===== src/rtl/a_buffer_loader_if.sv =====
// A-buffer loader bus: start/size config, element stream in, buffer write port out.
// Latency: n/a (signal bundle only).
// Backpressure: s_ready from the loader. The buffer side has no ready and is never stalled.
// Ports: start_i/m_i/n_i (config), s_valid/s_data/s_last/s_ready (element stream),
//        a_wr_en/a_wr_addr/a_wr_data/a_wr_lane_en (buffer write), busy/done/err (status).
interface a_buffer_loader_if #(
   parameter int ARRAY_HEIGHT         = 4,
   parameter int DATA_WIDTH           = 16,
   parameter int BUFFER_ADDRESS_WIDTH = 10
);
   logic                               start_i;
   logic [15:0]                        m_i;
   logic [15:0]                        n_i;
   logic                               s_valid;
   logic [DATA_WIDTH-1:0]              s_data;
   logic                               s_last;
   logic                               s_ready;
   logic                               a_wr_en;
   logic [BUFFER_ADDRESS_WIDTH-1:0]    a_wr_addr;
   logic [ARRAY_HEIGHT*DATA_WIDTH-1:0] a_wr_data;
   logic [ARRAY_HEIGHT-1:0]            a_wr_lane_en;
   logic                               busy;
   logic                               done;
   logic                               err;

   // Loader side.
   modport slave (
      input  start_i, m_i, n_i, s_valid, s_data, s_last,
      output s_ready, a_wr_en, a_wr_addr, a_wr_data, a_wr_lane_en, busy, done, err
   );

   // Host / DMA side.
   modport master (
      output start_i, m_i, n_i, s_valid, s_data, s_last,
      input  s_ready, a_wr_en, a_wr_addr, a_wr_data, a_wr_lane_en, busy, done, err
   );
endinterface


===== src/rtl/a_buffer_loader.sv =====
// Scatters a row-major m x n element stream into the A buffer: word (row/H)*n+col, lane row%H.
// Latency: 1 cycle from an accepted beat to its buffer write. done comes with the final write.
// Backpressure: s_ready is high for the whole load. The buffer never stalls, so the rate is 1 element/cycle.
// Ports: clk, reset (async, active-high), io_bus (a_buffer_loader_if.slave).
module a_buffer_loader #(
   parameter int ARRAY_HEIGHT         = 4,
   parameter int DATA_WIDTH           = 16,
   parameter int BUFFER_ADDRESS_WIDTH = 10
) (
   input  logic            clk,
   input  logic            reset,
   a_buffer_loader_if.slave io_bus
);
   localparam int LANE_W = $clog2(ARRAY_HEIGHT);

   typedef enum logic {IDLE = 1'b0, LOAD = 1'b1} state_t;

   state_t      r_state, w_state_nxt;
   logic [15:0] r_m, w_m_nxt;
   logic [15:0] r_n, w_n_nxt;
   logic [15:0] r_col, w_col_nxt;
   logic [15:0] r_row, w_row_nxt;
   logic [15:0] r_base, w_base_nxt;
   logic        r_err, w_err_nxt;
   logic        r_done, w_done_nxt;
   logic        w_wr_en_nxt;

   logic                               r_wr_en;
   logic [BUFFER_ADDRESS_WIDTH-1:0]    r_wr_addr;
   logic [ARRAY_HEIGHT*DATA_WIDTH-1:0] r_wr_data;
   logic [ARRAY_HEIGHT-1:0]            r_wr_lane_en;

   logic        w_accept;
   logic        w_last_col;
   logic        w_final_beat;
   logic [15:0] w_addr_full;

   assign w_accept     = (r_state == LOAD) && io_bus.s_valid;
   assign w_last_col   = (r_col == r_n - 16'd1);
   assign w_final_beat = w_last_col && (r_row == r_m - 16'd1);
   // 16-bit address sum, truncated to the buffer width below.
   assign w_addr_full  = r_base + r_col;

   always_ff @(posedge clk or posedge reset) begin
      if (reset) begin
         r_state <= IDLE;
         r_m     <= '0;
         r_n     <= '0;
         r_col   <= '0;
         r_row   <= '0;
         r_base  <= '0;
         r_err   <= 1'b0;
         r_done  <= 1'b0;
         r_wr_en <= 1'b0;
      end else begin
         r_state <= w_state_nxt;
         r_m     <= w_m_nxt;
         r_n     <= w_n_nxt;
         r_col   <= w_col_nxt;
         r_row   <= w_row_nxt;
         r_base  <= w_base_nxt;
         r_err   <= w_err_nxt;
         r_done  <= w_done_nxt;
         r_wr_en <= w_wr_en_nxt;
      end
   end

   always_comb begin
      w_state_nxt = r_state;
      w_m_nxt     = r_m;
      w_n_nxt     = r_n;
      w_col_nxt   = r_col;
      w_row_nxt   = r_row;
      w_base_nxt  = r_base;
      w_err_nxt   = r_err;
      w_done_nxt  = 1'b0;
      w_wr_en_nxt = 1'b0;
      unique case (r_state)
         IDLE: begin
            if (io_bus.start_i) begin
               if ((io_bus.m_i != 16'd0) && (io_bus.n_i != 16'd0)) begin
                  w_state_nxt = LOAD;
                  w_m_nxt     = io_bus.m_i;
                  w_n_nxt     = io_bus.n_i;
                  w_col_nxt   = '0;
                  w_row_nxt   = '0;
                  w_base_nxt  = '0;
                  w_err_nxt   = 1'b0;
               end else begin
                  // Empty matrix: report completion with no writes.
                  w_done_nxt = 1'b1;
               end
            end
         end
         LOAD: begin
            if (w_accept) begin
               w_wr_en_nxt = 1'b1;
               if (w_last_col) begin
                  w_col_nxt = '0;
                  w_row_nxt = r_row + 16'd1;
                  // Leaving the top lane of a word group: the next row group starts n words on.
                  if (r_row[LANE_W-1:0] == {LANE_W{1'b1}}) begin
                     w_base_nxt = r_base + r_n;
                  end
               end else begin
                  w_col_nxt = r_col + 16'd1;
               end
               // Sender's last marker must coincide with the counted final beat.
               if (io_bus.s_last != w_final_beat) begin
                  w_err_nxt = 1'b1;
               end
               if (w_final_beat) begin
                  w_state_nxt = IDLE;
                  w_done_nxt  = 1'b1;
               end
            end
         end
      endcase
   end

   // Write payload. Held between writes. Only a_wr_en marks it meaningful.
   always_ff @(posedge clk or posedge reset) begin
      if (reset) begin
         r_wr_addr    <= '0;
         r_wr_data    <= '0;
         r_wr_lane_en <= '0;
      end else if (w_accept) begin
         r_wr_addr    <= w_addr_full[BUFFER_ADDRESS_WIDTH-1:0];
         r_wr_data    <= {ARRAY_HEIGHT{io_bus.s_data}};
         r_wr_lane_en <= ARRAY_HEIGHT'(1) << r_row[LANE_W-1:0];
      end
   end

   assign io_bus.s_ready      = (r_state == LOAD);
   assign io_bus.busy         = (r_state == LOAD);
   assign io_bus.a_wr_en      = r_wr_en;
   assign io_bus.a_wr_addr    = r_wr_addr;
   assign io_bus.a_wr_data    = r_wr_data;
   assign io_bus.a_wr_lane_en = r_wr_lane_en;
   assign io_bus.done         = r_done;
   assign io_bus.err          = r_err;
endmodule


===== src/flat_wrapper.sv =====
// flat-port wrapper written by rule: the top's interface ports become plain ports
module a_buffer_loader_flat 
#(
   parameter int ARRAY_HEIGHT         = 4,
   parameter int DATA_WIDTH           = 16,
   parameter int BUFFER_ADDRESS_WIDTH = 10
)
  (clk, reset, io_bus_start_i, io_bus_m_i, io_bus_n_i, io_bus_s_valid, io_bus_s_data, io_bus_s_last, io_bus_s_ready, io_bus_a_wr_en, io_bus_a_wr_addr, io_bus_a_wr_data, io_bus_a_wr_lane_en, io_bus_busy, io_bus_done, io_bus_err);
  a_buffer_loader_if #(.ARRAY_HEIGHT(ARRAY_HEIGHT), .DATA_WIDTH(DATA_WIDTH), .BUFFER_ADDRESS_WIDTH(BUFFER_ADDRESS_WIDTH)) io_bus_i ();
  input  logic clk;
  input  logic reset;
  input wire logic [$bits(io_bus_i.start_i)-1:0] io_bus_start_i;
  input wire logic [$bits(io_bus_i.m_i)-1:0] io_bus_m_i;
  input wire logic [$bits(io_bus_i.n_i)-1:0] io_bus_n_i;
  input wire logic [$bits(io_bus_i.s_valid)-1:0] io_bus_s_valid;
  input wire logic [$bits(io_bus_i.s_data)-1:0] io_bus_s_data;
  input wire logic [$bits(io_bus_i.s_last)-1:0] io_bus_s_last;
  output wire logic [$bits(io_bus_i.s_ready)-1:0] io_bus_s_ready;
  output wire logic [$bits(io_bus_i.a_wr_en)-1:0] io_bus_a_wr_en;
  output wire logic [$bits(io_bus_i.a_wr_addr)-1:0] io_bus_a_wr_addr;
  output wire logic [$bits(io_bus_i.a_wr_data)-1:0] io_bus_a_wr_data;
  output wire logic [$bits(io_bus_i.a_wr_lane_en)-1:0] io_bus_a_wr_lane_en;
  output wire logic [$bits(io_bus_i.busy)-1:0] io_bus_busy;
  output wire logic [$bits(io_bus_i.done)-1:0] io_bus_done;
  output wire logic [$bits(io_bus_i.err)-1:0] io_bus_err;
  assign io_bus_i.start_i = io_bus_start_i;
  assign io_bus_i.m_i = io_bus_m_i;
  assign io_bus_i.n_i = io_bus_n_i;
  assign io_bus_i.s_valid = io_bus_s_valid;
  assign io_bus_i.s_data = io_bus_s_data;
  assign io_bus_i.s_last = io_bus_s_last;
  assign io_bus_s_ready = io_bus_i.s_ready;
  assign io_bus_a_wr_en = io_bus_i.a_wr_en;
  assign io_bus_a_wr_addr = io_bus_i.a_wr_addr;
  assign io_bus_a_wr_data = io_bus_i.a_wr_data;
  assign io_bus_a_wr_lane_en = io_bus_i.a_wr_lane_en;
  assign io_bus_busy = io_bus_i.busy;
  assign io_bus_done = io_bus_i.done;
  assign io_bus_err = io_bus_i.err;
  a_buffer_loader #(.ARRAY_HEIGHT(ARRAY_HEIGHT), .DATA_WIDTH(DATA_WIDTH), .BUFFER_ADDRESS_WIDTH(BUFFER_ADDRESS_WIDTH)) u_core (.clk(clk), .reset(reset), .io_bus(io_bus_i));
endmodule

===== config.mk =====
export PLATFORM = sky130hd
export DESIGN_NAME = a_buffer_loader_flat
export DESIGN_NICKNAME = d
export VERILOG_FILES = /design/src/rtl/a_buffer_loader_if.sv /design/src/rtl/a_buffer_loader.sv /design/src/flat_wrapper.sv
export SDC_FILE = /design/constraint.sdc
export NUM_CORES = 1
export LEC_CHECK = 0
export BUFFER_PORTS_ARGS = -buffer_cell sky130_fd_sc_hd__buf_2
export CAP_MARGIN = 20
export CORE_MARGIN = 1
export CORE_UTILIZATION = 45
export CTS_CLUSTER_SIZE = 8
export DETAILED_ROUTE_END_ITERATION = 12
export MAX_ROUTING_LAYER = met4
export PLACE_DENSITY = 0.78
export RECOVER_POWER = 100
export SLEW_MARGIN = 20
export SYNTH_ARGS = -nofsm -noshare
export SYNTH_HDL_FRONTEND = slang
export SYNTH_SLANG_ARGS = --single-unit

===== constraint.sdc =====
create_clock -name clk -period 7.3 [get_ports clk]
set_input_delay 1.46 -clock clk [delete_from_list [all_inputs] [get_ports clk]]
set_output_delay 1.46 -clock clk [all_outputs]
set_load 0.01 [all_outputs]

==> results.toml, run 1 <==
[timing]
worst_pin_slew_ps = 2390
fin_setup_tns_ps = 0
timing.final.crit_share_pct = 74.4
setup_viol = 0
max_freq_mhz = 184
hold_viol_final = 0
min_period_ps = 5430
hold_slack_ps = 483
finClkSkew_ps = 9.51
drv_slew = 122
timing.slew.headroom_pct = -60.2
rsz0062_at_grt = "false"

[synth]
ys_types = 70
yosysSeqAreaShare_pct = 38.6
synth_ff_type = "dfrtp_1"
synthArstFlopShare_pct = 100
synth_area_mm2 = 0.00701
synth_nets = 899
ys_top_cells_by_area = "dfrtp_1 39%, nand2_1 10%, buf_4 5.3%, xnor2_1 5.3%, ha_1 4.5%"
synth_area_per_cell_um2 = 8.55
yosys.area.top_type_share_pct = 38.6
synth-seq-cells = 108
synth_edf_count = 0
synth_warnings = 0
syn_inst = 819
yosysTopAreaCell = "dfrtp_1"

[final_layout]
multi_input_area_mm2 = 0.00367
layout_commonest_cell = "nand2_1"
layoutNonFillerInstCount = 1082
fillers = 1511
antenna_cells = 0
layout_common_cells = "187 x nand2_1, 108 x dfrtp_1, 88 x clkbuf_1"
nets = 969
area_growth_pct = 9.52
post_route_cells_drive_above_1_share_pct = 9.40
regArea_mm2 = 0.00270

[clock_network]
cts_tree = "done"
numCtsBuffers = 9
cts_max_level = 3
cts_resized = 0
clkLatencyLatePin_ps = 370
cts.sinks = 108
cts.clk_slew.worst_paths_ps = 70
cts-root-buf = "clkbuf_16"
postCtsSetupBuffers = 0
cts_max_path_buffers = 2
cts_hold_buf = 0

[drt]
drt-pass1-iter-count = 5
num_vias = 6088
routedWlPerCell_um = 15.5
wirelength_um = 16800
dr.first_iter.drc_count = 375
drcViolationCount = 0
postRouteAntennaNets = 0
via_per_inst = 5.63

[floorplan]
core_mm2 = 0.0152
dieArea_mm2 = 0.0161
die_height_um = 127
ioPinCount = 136
rows = 45
die_w_um = 127
start_util_pct = 46.1

[power]
ir_worst_vdd_mv = 0.154
combPwrFrac_pct = 37.4
power.internal_mw = 1.45
p_clk_share_pct = 24.1
leakagePower_nw = 3.43
p_switching_uw = 956
p_sw_share_pct = 39.8
cellPowerDensity_mw_per_mm2 = 313
seq_power_share_pct = 38.5
power_mw = 2.40

[global_route]
grt_pass1_vias = 5484
grt_use_total_pct = 22.6
grt-ovfl-total = 0
grt_max_degree = 56
grt_pass1_wl_um = 27900
antenna_found_initial = 0

[placed_design]
dp_hpwl_um = 12200
gp_congestion = 0.916
io_buffers = 135
dp_cells = 1066

[run_status]
violations = "max-capacitance violations, max-slew violations"
outcome = "finished, violations left"

[flow_run]
drv_cap = 3

[setup_path]
path_max_fanout = 49
cp-end-kind = "register"
cp.arrival_ps = 5640
required_ps = 7510
rrSetupSlack_ps = 1940
cp-start-kind = "input pin"
criticalPathCategory = "input pin to register"

[min_path]
hold_class = "register to register"
[worst paths after layout]
check	start	end	cells after the start
max	io_bus_s_valid	u_core.r_col[14]$_DFFE_PP0P_	10
min	u_core.io_bus.a_wr_lane_en[1]$_DFFE_PP0P_	u_core.io_bus.a_wr_lane_en[1]$_DFFE_PP0P_	2
max reg2reg	u_core.r_n[3]$_DFFE_PP0P_	u_core.r_base[9]$_DFFE_PP0P_	9
min reg2reg	u_core.io_bus.a_wr_lane_en[1]$_DFFE_PP0P_	u_core.io_bus.a_wr_lane_en[1]$_DFFE_PP0P_	2
max in group asynchronous	reset	u_core.r_n[9]$_DFFE_PP0P_	3
min in group asynchronous	reset	u_core.io_bus.a_wr_data[52]$_DFFE_PP0P_	2
[cell usage after synthesis (all sizes together) (2+ instances only)]
cell type / count
o21a: 3
nand2: 187
nand3: 22
o21ai: 41
a211oi: 3
clkbuf: 25
buf: 57
or3: 11
o21bai: 2
fa: 2
nor4b: 4
xnor2: 42
a2111oi: 2
nor4: 15
and4: 4
o22a: 2
clkinv: 2
nand2b: 3
o211ai: 6
xor2: 20
o22ai: 3
nand4: 12
nor3: 24
a21oi: 30
a211o: 3
and3: 11
a21o: 6
a31oi: 8
nor2b: 6
inv: 27
or4: 14
a22o: 6
nor2: 38
o31ai: 12
mux2i: 4
nor3b: 4
dfrtp: 108
ha: 25
nand3b: 4
o2111ai: 2
[per-stage QoR]
step	area (um^2)	setup WS, ps	util (%)
global route	7670	1400	50.5
global placement	7460	2630	49.1
floorplan	7010	2990	-
finish	7670	1870	50.5
CTS	7810	2930	51.4
detailed placement	7460	2540	49.1
[routing by layer]
| layer | up-vias | wire (um) | track usage, % |
|---|---|---|---|
| li1 | 2955 | - | - |
| met1 | 2883 | 7950 | 30.7 |
| met2 | 232 | 7540 | 34.3 |
| met3 | 18 | 1100 | 4.18 |
| met4 | 0 | 245 | 6.79 |
| met5 | - | 0 | - |
[flip-flops by register name, summed over array words and instances, names as in the netlist]
name	count
u_core.io_bus.a_wr_addr	10
u_core.io_bus.a_wr_data	16
u_core.io_bus.a_wr_en	1
u_core.io_bus.a_wr_lane_en	4
u_core.io_bus.busy	1
u_core.io_bus.done	1
u_core.io_bus.err	1
u_core.r_base	10
u_core.r_col	16
u_core.r_m	16
u_core.r_n	16
u_core.r_row	16
[final cells by class]
cell class	count	area share, %
Sequential cell	108	35.2
Inverter	29	1.44
Multi-Input combinational cell	600	47.9
Tap cell	188	3.07
Timing Repair Buffer	141	7.86
Clock inverter	7	1.60
Clock buffer	9	2.94
[cell families after synthesis]
logic type	after synthesis	synth area share [%]
and+or+nand+nor	362	25.1
AOI/OAI and AO/OA	144	13.8
buffers and inverters	111	8.93
DFF	108	38.6
xor gates and xnor gates	62	7.75
adders and majority gates	27	5.04
muxes	5	0.732
[power by group through the flow]
| stage | clock network (mW) | logic [mW] | registers, mW |
|---|---|---|---|
| floorplan | 0 | 0.741 | 0.879 |
| global placement | 0 | 0.895 | 0.924 |
| detailed placement | 0 | 0.914 | 0.929 |
| CTS | 0.591 | 0.923 | 0.918 |
| global route | 0.617 | 1.01 | 0.945 |
| finish | 0.579 | 0.899 | 0.923 |
[critical path, cell delays in order]
cell and delay [ps]:
clkbuf_1 120, nand2_1 1170, clkinv_1 1170, a41oi_1 470
clkbuf_1 400, nand4bb_1 310, or3_1 230, nor3_1 80
xnor2_1 130, nor2_1 60
No activity file was read; power rests on OpenSTA's default activity.
==> run 2: changes to the inputs <==
==> constraint.sdc (replaced) <==
create_clock -name clk -period 5.29 [get_ports clk]
set_input_delay 1.058 -clock clk [delete_from_list [all_inputs] [get_ports clk]]
set_output_delay 1.058 -clock clk [all_outputs]
set_load 0.01 [all_outputs]
==> results.toml, run 2 (synthesis results as in run 1) <==
[clock_network]
cts_max_level = 3
cts_resized = 0
cts_max_path_buffers = 2
cts_hold_buf = 0
cts.sinks = 108
cts-root-buf = "clkbuf_16"
postCtsSetupBuffers = 0
cts.clk_slew.worst_paths_ps = 70
numCtsBuffers = 9
clkLatencyLatePin_ps = 360
cts_tree = "done"

[drt]
met3_length_um = 1320
postRouteAntennaNets = 0
dr.first_iter.drc_count = 391
drt-met1-wl_um = 8060
wirelength_um = 17400
drt-pass1-iter-count = 5
via_per_inst = 5.58
drcViolationCount = 0
routedWlPerCell_um = 16.1
num_vias = 6052
wl_met2_um = 7750
top_layer = "met4"

[timing]
worst_pin_slew_ps = 1750
max_freq_mhz = 231
rsz0062_at_grt = "false"
setup_viol = 0
hold_slack_ps = 479
finClkSkew_ps = 7.74
drv_slew = 110
worst_slack_ps = 955
timing.final.crit_share_pct = 82.0
fin_setup_tns_ps = 0
hold_viol_final = 0
min_period_ps = 4340
timing.slew.headroom_pct = -16.4

[setup_path]
crit_end = "u_core.r_base[9]$_DFFE_PP0P_"
criticalPathCategory = "register to register"
cp-start-kind = "register"
path_max_fanout = 21
cp-end-kind = "register"
worst-r2r-cell-count = 9
r2r_start = "u_core.r_n[3]$_DFFE_PP0P_"
rrSetupSlack_ps = 950
crit_path_start = "u_core.r_n[3]$_DFFE_PP0P_"
r2r-end = "u_core.r_base[9]$_DFFE_PP0P_"
required_ps = 5540
cp.arrival_ps = 4580

[placed_design]
io_buffers = 135
dp_hpwl_um = 12700
gp_congestion = 0.898
pre_cts_ws_ps = 1600
place_area_mm2 = 0.00747

[min_path]
hold_class = "register to register"
whs_path_depth = 2

[final_layout]
fillers = 1507
layout_commonest_cell = "nand2_1"
regArea_mm2 = 0.00270
antenna_cells = 0
layout_common_cells = "186 x nand2_1, 108 x dfrtp_1, 92 x clkbuf_1"
final_area_mm2 = 0.00762
nets = 972
post_route_cells_drive_above_1_share_pct = 9.25
multi_input_area_mm2 = 0.00367
area_growth_pct = 8.84

[global_route]
grt_max_degree = 78
antenna_found_initial = 0
grt-ovfl-total = 0
grt_pass1_vias = 5394
grt_use_total_pct = 23.0
grt_pass1_wl_um = 27900

[floorplan]
die_height_um = 127
die_w_um = 127
ioPinCount = 136
start_util_pct = 46.1
dieArea_mm2 = 0.0161
rows = 45
core_mm2 = 0.0152

[power]
leakagePower_nw = 3.40
ir_worst_vdd_mv = 0.211
cellPowerDensity_mw_per_mm2 = 414

[run_status]
violations = "max-capacitance violations, max-slew violations"
outcome = "finished, violations left"

[flow_run]
drv_cap = 3
[run 2: cell types whose count changed in the layout (fill, tap and decap cells not counted), sizes merged]
cell | before | now
clkbuf | 97 | 102
bufinv | 3 | 0
buf | 53 | 54
clkinvlp | 1 | 2
inv | 28 | 27
[run 2: cell type report]
type | count | area share [%]
sequential | 108 | 35.4
timing repair buffer | 144 | 8.27
clock buffer | 12 | 3.23
multi-input combinational | 600 | 48.1
clock inverter | 4 | 0.427
tap | 188 | 3.09
inverter | 29 | 1.44
[run 2: routing by layer]
metal	GRT usage [%]	vias to the layer above
li1	-	2964
met1	30.2	2800
met2	35.4	263
met3	5.19	25
met4	7.14	0
met5	-	-
[run 2: metrics by stage]
step	util [%]	cells	power, mW
floorplan	-	819	2.24
global placement	49.2	1068	2.53
detailed placement	49.2	1068	2.55
CTS	51.0	1084	3.21
global route	50.2	1085	3.39
finish	50.2	1085	3.16
[run 2: how the worst min path moves through the flow]
stage / startpoint / end / slack (ps)
floorplan: u_core.r_m[15]$_DFFE_PP0P_ / u_core.r_m[15]$_DFFE_PP0P_ / 470
global placement: u_core.io_bus.a_wr_addr[3]$_DFFE_PP0P_ / u_core.io_bus.a_wr_addr[3]$_DFFE_PP0P_ / 460
detailed placement: u_core.io_bus.a_wr_lane_en[3]$_DFFE_PP0P_ / u_core.io_bus.a_wr_lane_en[3]$_DFFE_PP0P_ / 470
CTS: u_core.io_bus.a_wr_lane_en[3]$_DFFE_PP0P_ / u_core.io_bus.a_wr_lane_en[3]$_DFFE_PP0P_ / 480
global route: u_core.io_bus.a_wr_addr[9]$_DFFE_PP0P_ / u_core.io_bus.a_wr_addr[9]$_DFFE_PP0P_ / 500
finish: u_core.io_bus.a_wr_addr[7]$_DFFE_PP0P_ / u_core.io_bus.a_wr_addr[7]$_DFFE_PP0P_ / 480
[run 2: worst max-delay path: stages, from the launching register on]
cell and delay (ps):
dfrtp_1 530, nor4_4 820, o211ai_1 220, nor4b_2 300, o2111a_2 230, o2111ai_1 300
o31ai_2 310, clkbuf_1 670, o21ai_1 440, a211o_1 390
[run 2: where the power goes]
part           switching (mW)  internal, mW  total, mW
sequential              0.268          1.00       1.27
combinational           0.714         0.526       1.24
clock                   0.309         0.336      0.645
total                    1.29          1.86       3.16
==> run 3: changes to the inputs <==
==> constraint.sdc (replaced) <==
create_clock -name clk -period 4.3 [get_ports clk]
set_input_delay 0.86 -clock clk [delete_from_list [all_inputs] [get_ports clk]]
set_output_delay 0.86 -clock clk [all_outputs]
set_load 0.01 [all_outputs]
==> results.toml, run 3 (synthesis results as in run 1) <==
[final_layout]
layoutNonFillerInstCount = 1086
layout_commonest_cell = "nand2_1"
layout_common_cells = "187 x nand2_1, 108 x dfrtp_1, 94 x clkbuf_1"
post-route-util_pct = 50.3
regArea_mm2 = 0.00270
final_area_mm2 = 0.00765
multi_input_area_mm2 = 0.00367
fillers = 1523
post_route_cells_drive_above_1_share_pct = 8.91
area_growth_pct = 9.18
nets = 973
antenna_cells = 0

[global_route]
grt_pass1_wl_um = 28500
use_met3_pct = 2.66
met2_usage_pct = 35.9
antenna_found_initial = 0
grt_use_total_pct = 23.4
grt-busiest-layer = "met2"
use_met1_pct = 32.3
grt-ovfl-total = 0
grt_max_degree = 83
grt_pass1_vias = 5472

[drt]
dr.first_iter.drc_count = 379
routedWlPerCell_um = 16.1
drcViolationCount = 0
wirelength_um = 17400
drt-pass1-iter-count = 5
postRouteAntennaNets = 0
via_per_inst = 5.54
num_vias = 6015

[setup_path]
cp-start-kind = "input pin"
path_max_fanout = 48
cp_slowest_cell = "clkbuf_1"
crit_chain = "buf_2, nand2_1, clkbuf_1, o31a_1, nor3_1, a22o_1"
critical_path.max_stage_delay_ps = 1460
worst-r2r-cell-count = 5
r2r-end = "u_core.r_base[2]$_DFFE_PP0P_"
cp.arrival_ps = 3980
cp-end-kind = "register"
rrSetupSlack_ps = 570
criticalPathCategory = "input pin to register"
required_ps = 4550
r2r_start = "u_core.io_bus.busy$_DFF_PP0_"

[timing]
hold_viol_final = 0
drv_slew = 170
timing.slew.headroom_pct = -36.1
timing.final.crit_share_pct = 86.8
max_freq_mhz = 268
fin_setup_tns_ps = 0
worst_slack_ps = 569
min_period_ps = 3730
hold_slack_ps = 477
finClkSkew_ps = 4.14
setup_viol = 0
rsz0062_at_grt = "false"
worst_pin_slew_ps = 2040

[floorplan]
core_mm2 = 0.0152
die_height_um = 127
ioPinCount = 136
dieArea_mm2 = 0.0161
die_w_um = 127
start_util_pct = 46.1
rows = 45

[run_status]
violations = "max-capacitance violations, max-slew violations"
outcome = "finished, violations left"

[power]
seq_power_share_pct = 39.2
cellPowerDensity_mw_per_mm2 = 521
power_mw = 3.99
p_clk_share_pct = 21.8
p_switching_mw = 1.62
power.internal_mw = 2.37
p_sw_share_pct = 40.6
leakagePower_nw = 3.40
combPwrFrac_pct = 39.0
ir_worst_vdd_mv = 0.270

[clock_network]
cts_tree = "done"
cts_hold_buf = 0
postCtsSetupBuffers = 0
cts.sinks = 108
clkLatencyLatePin_ps = 350
cts_max_level = 3
cts-root-buf = "clkbuf_16"
numCtsBuffers = 9
cts_resized = 0
cts_max_path_buffers = 2
cts.clk_slew.worst_paths_ps = 70

[placed_design]
dp_cells = 1070
io_buffers = 135
gp_congestion = 0.936
dp_hpwl_um = 12700
pre_cts_ws_ps = 692
place_area_mm2 = 0.00749

[min_path]
hold_class = "register to register"
whs_endpoint = "u_core.io_bus.a_wr_lane_en[1]$_DFFE_PP0P_"
hp-start = "u_core.io_bus.a_wr_lane_en[1]$_DFFE_PP0P_"
whs_path_depth = 2

[flow_run]
drv_cap = 3
[run 3: cell count changes in the layout (fill, tap and decap cells not counted), sizes merged]
cell	previous run	this run
clkbuf	102	105
clkinv	4	2
buf	54	53
bufinv	0	1
clkinvlp	2	3
inv	27	26
[run 3: cell type report]
class	instances	share of cell area [%]
clock buffers	13	3.40
inverters	29	1.47
flip-flops and latches	108	35.3
multi-input cells	600	48.0
repair buffers	145	8.11
clock inverters	3	0.589
well taps	188	3.08
[run 3: critical path, delay by kind of cell]
kind | cells | cell delay (ps)
buffers and inverters | 2 | 1580
and+or+nand+nor | 2 | 340
AOI/OAI and AO/OA | 2 | 1180
[run 3: worst max-delay path by stage]
stage                     cells past startpoint  slack, ps                                      to                         start
after floorplan                               1        590  u_core.io_bus.a_wr_addr[0]$_DFFE_PP0P_                         reset
after global placement                       10        820             u_core.r_row[7]$_DFFE_PP0P_     u_core.r_n[1]$_DFFE_PP0P_
after detailed placement                     10        690            u_core.r_row[14]$_DFFE_PP0P_     u_core.r_n[1]$_DFFE_PP0P_
after CTS                                    10        680            u_core.r_row[14]$_DFFE_PP0P_     u_core.r_n[1]$_DFFE_PP0P_
after global routing                          5        170            u_core.r_base[2]$_DFFE_PP0P_  u_core.io_bus.busy$_DFF_PP0_
final                                         6        570            u_core.r_base[2]$_DFFE_PP0P_                io_bus_s_valid
[run 3: routing by layer]
metal | part of all wire (%) | vias to the layer above
met3 | 5.4 | 24
li1 | - | 2959
met5 | 0 | -
met1 | 48 | 2806
met4 | 1.9 | 0
met2 | 44 | 226
[run 3: power by group through the flow]
stage               clock, mW  combinational, mW  sequential, mW
CTS                     0.890               1.59            1.55
floorplan                   0               1.26            1.49
finish                  0.870               1.55            1.56
global placement            0               1.56            1.56
detailed placement          0               1.58            1.57
global route            0.931               1.75            1.60
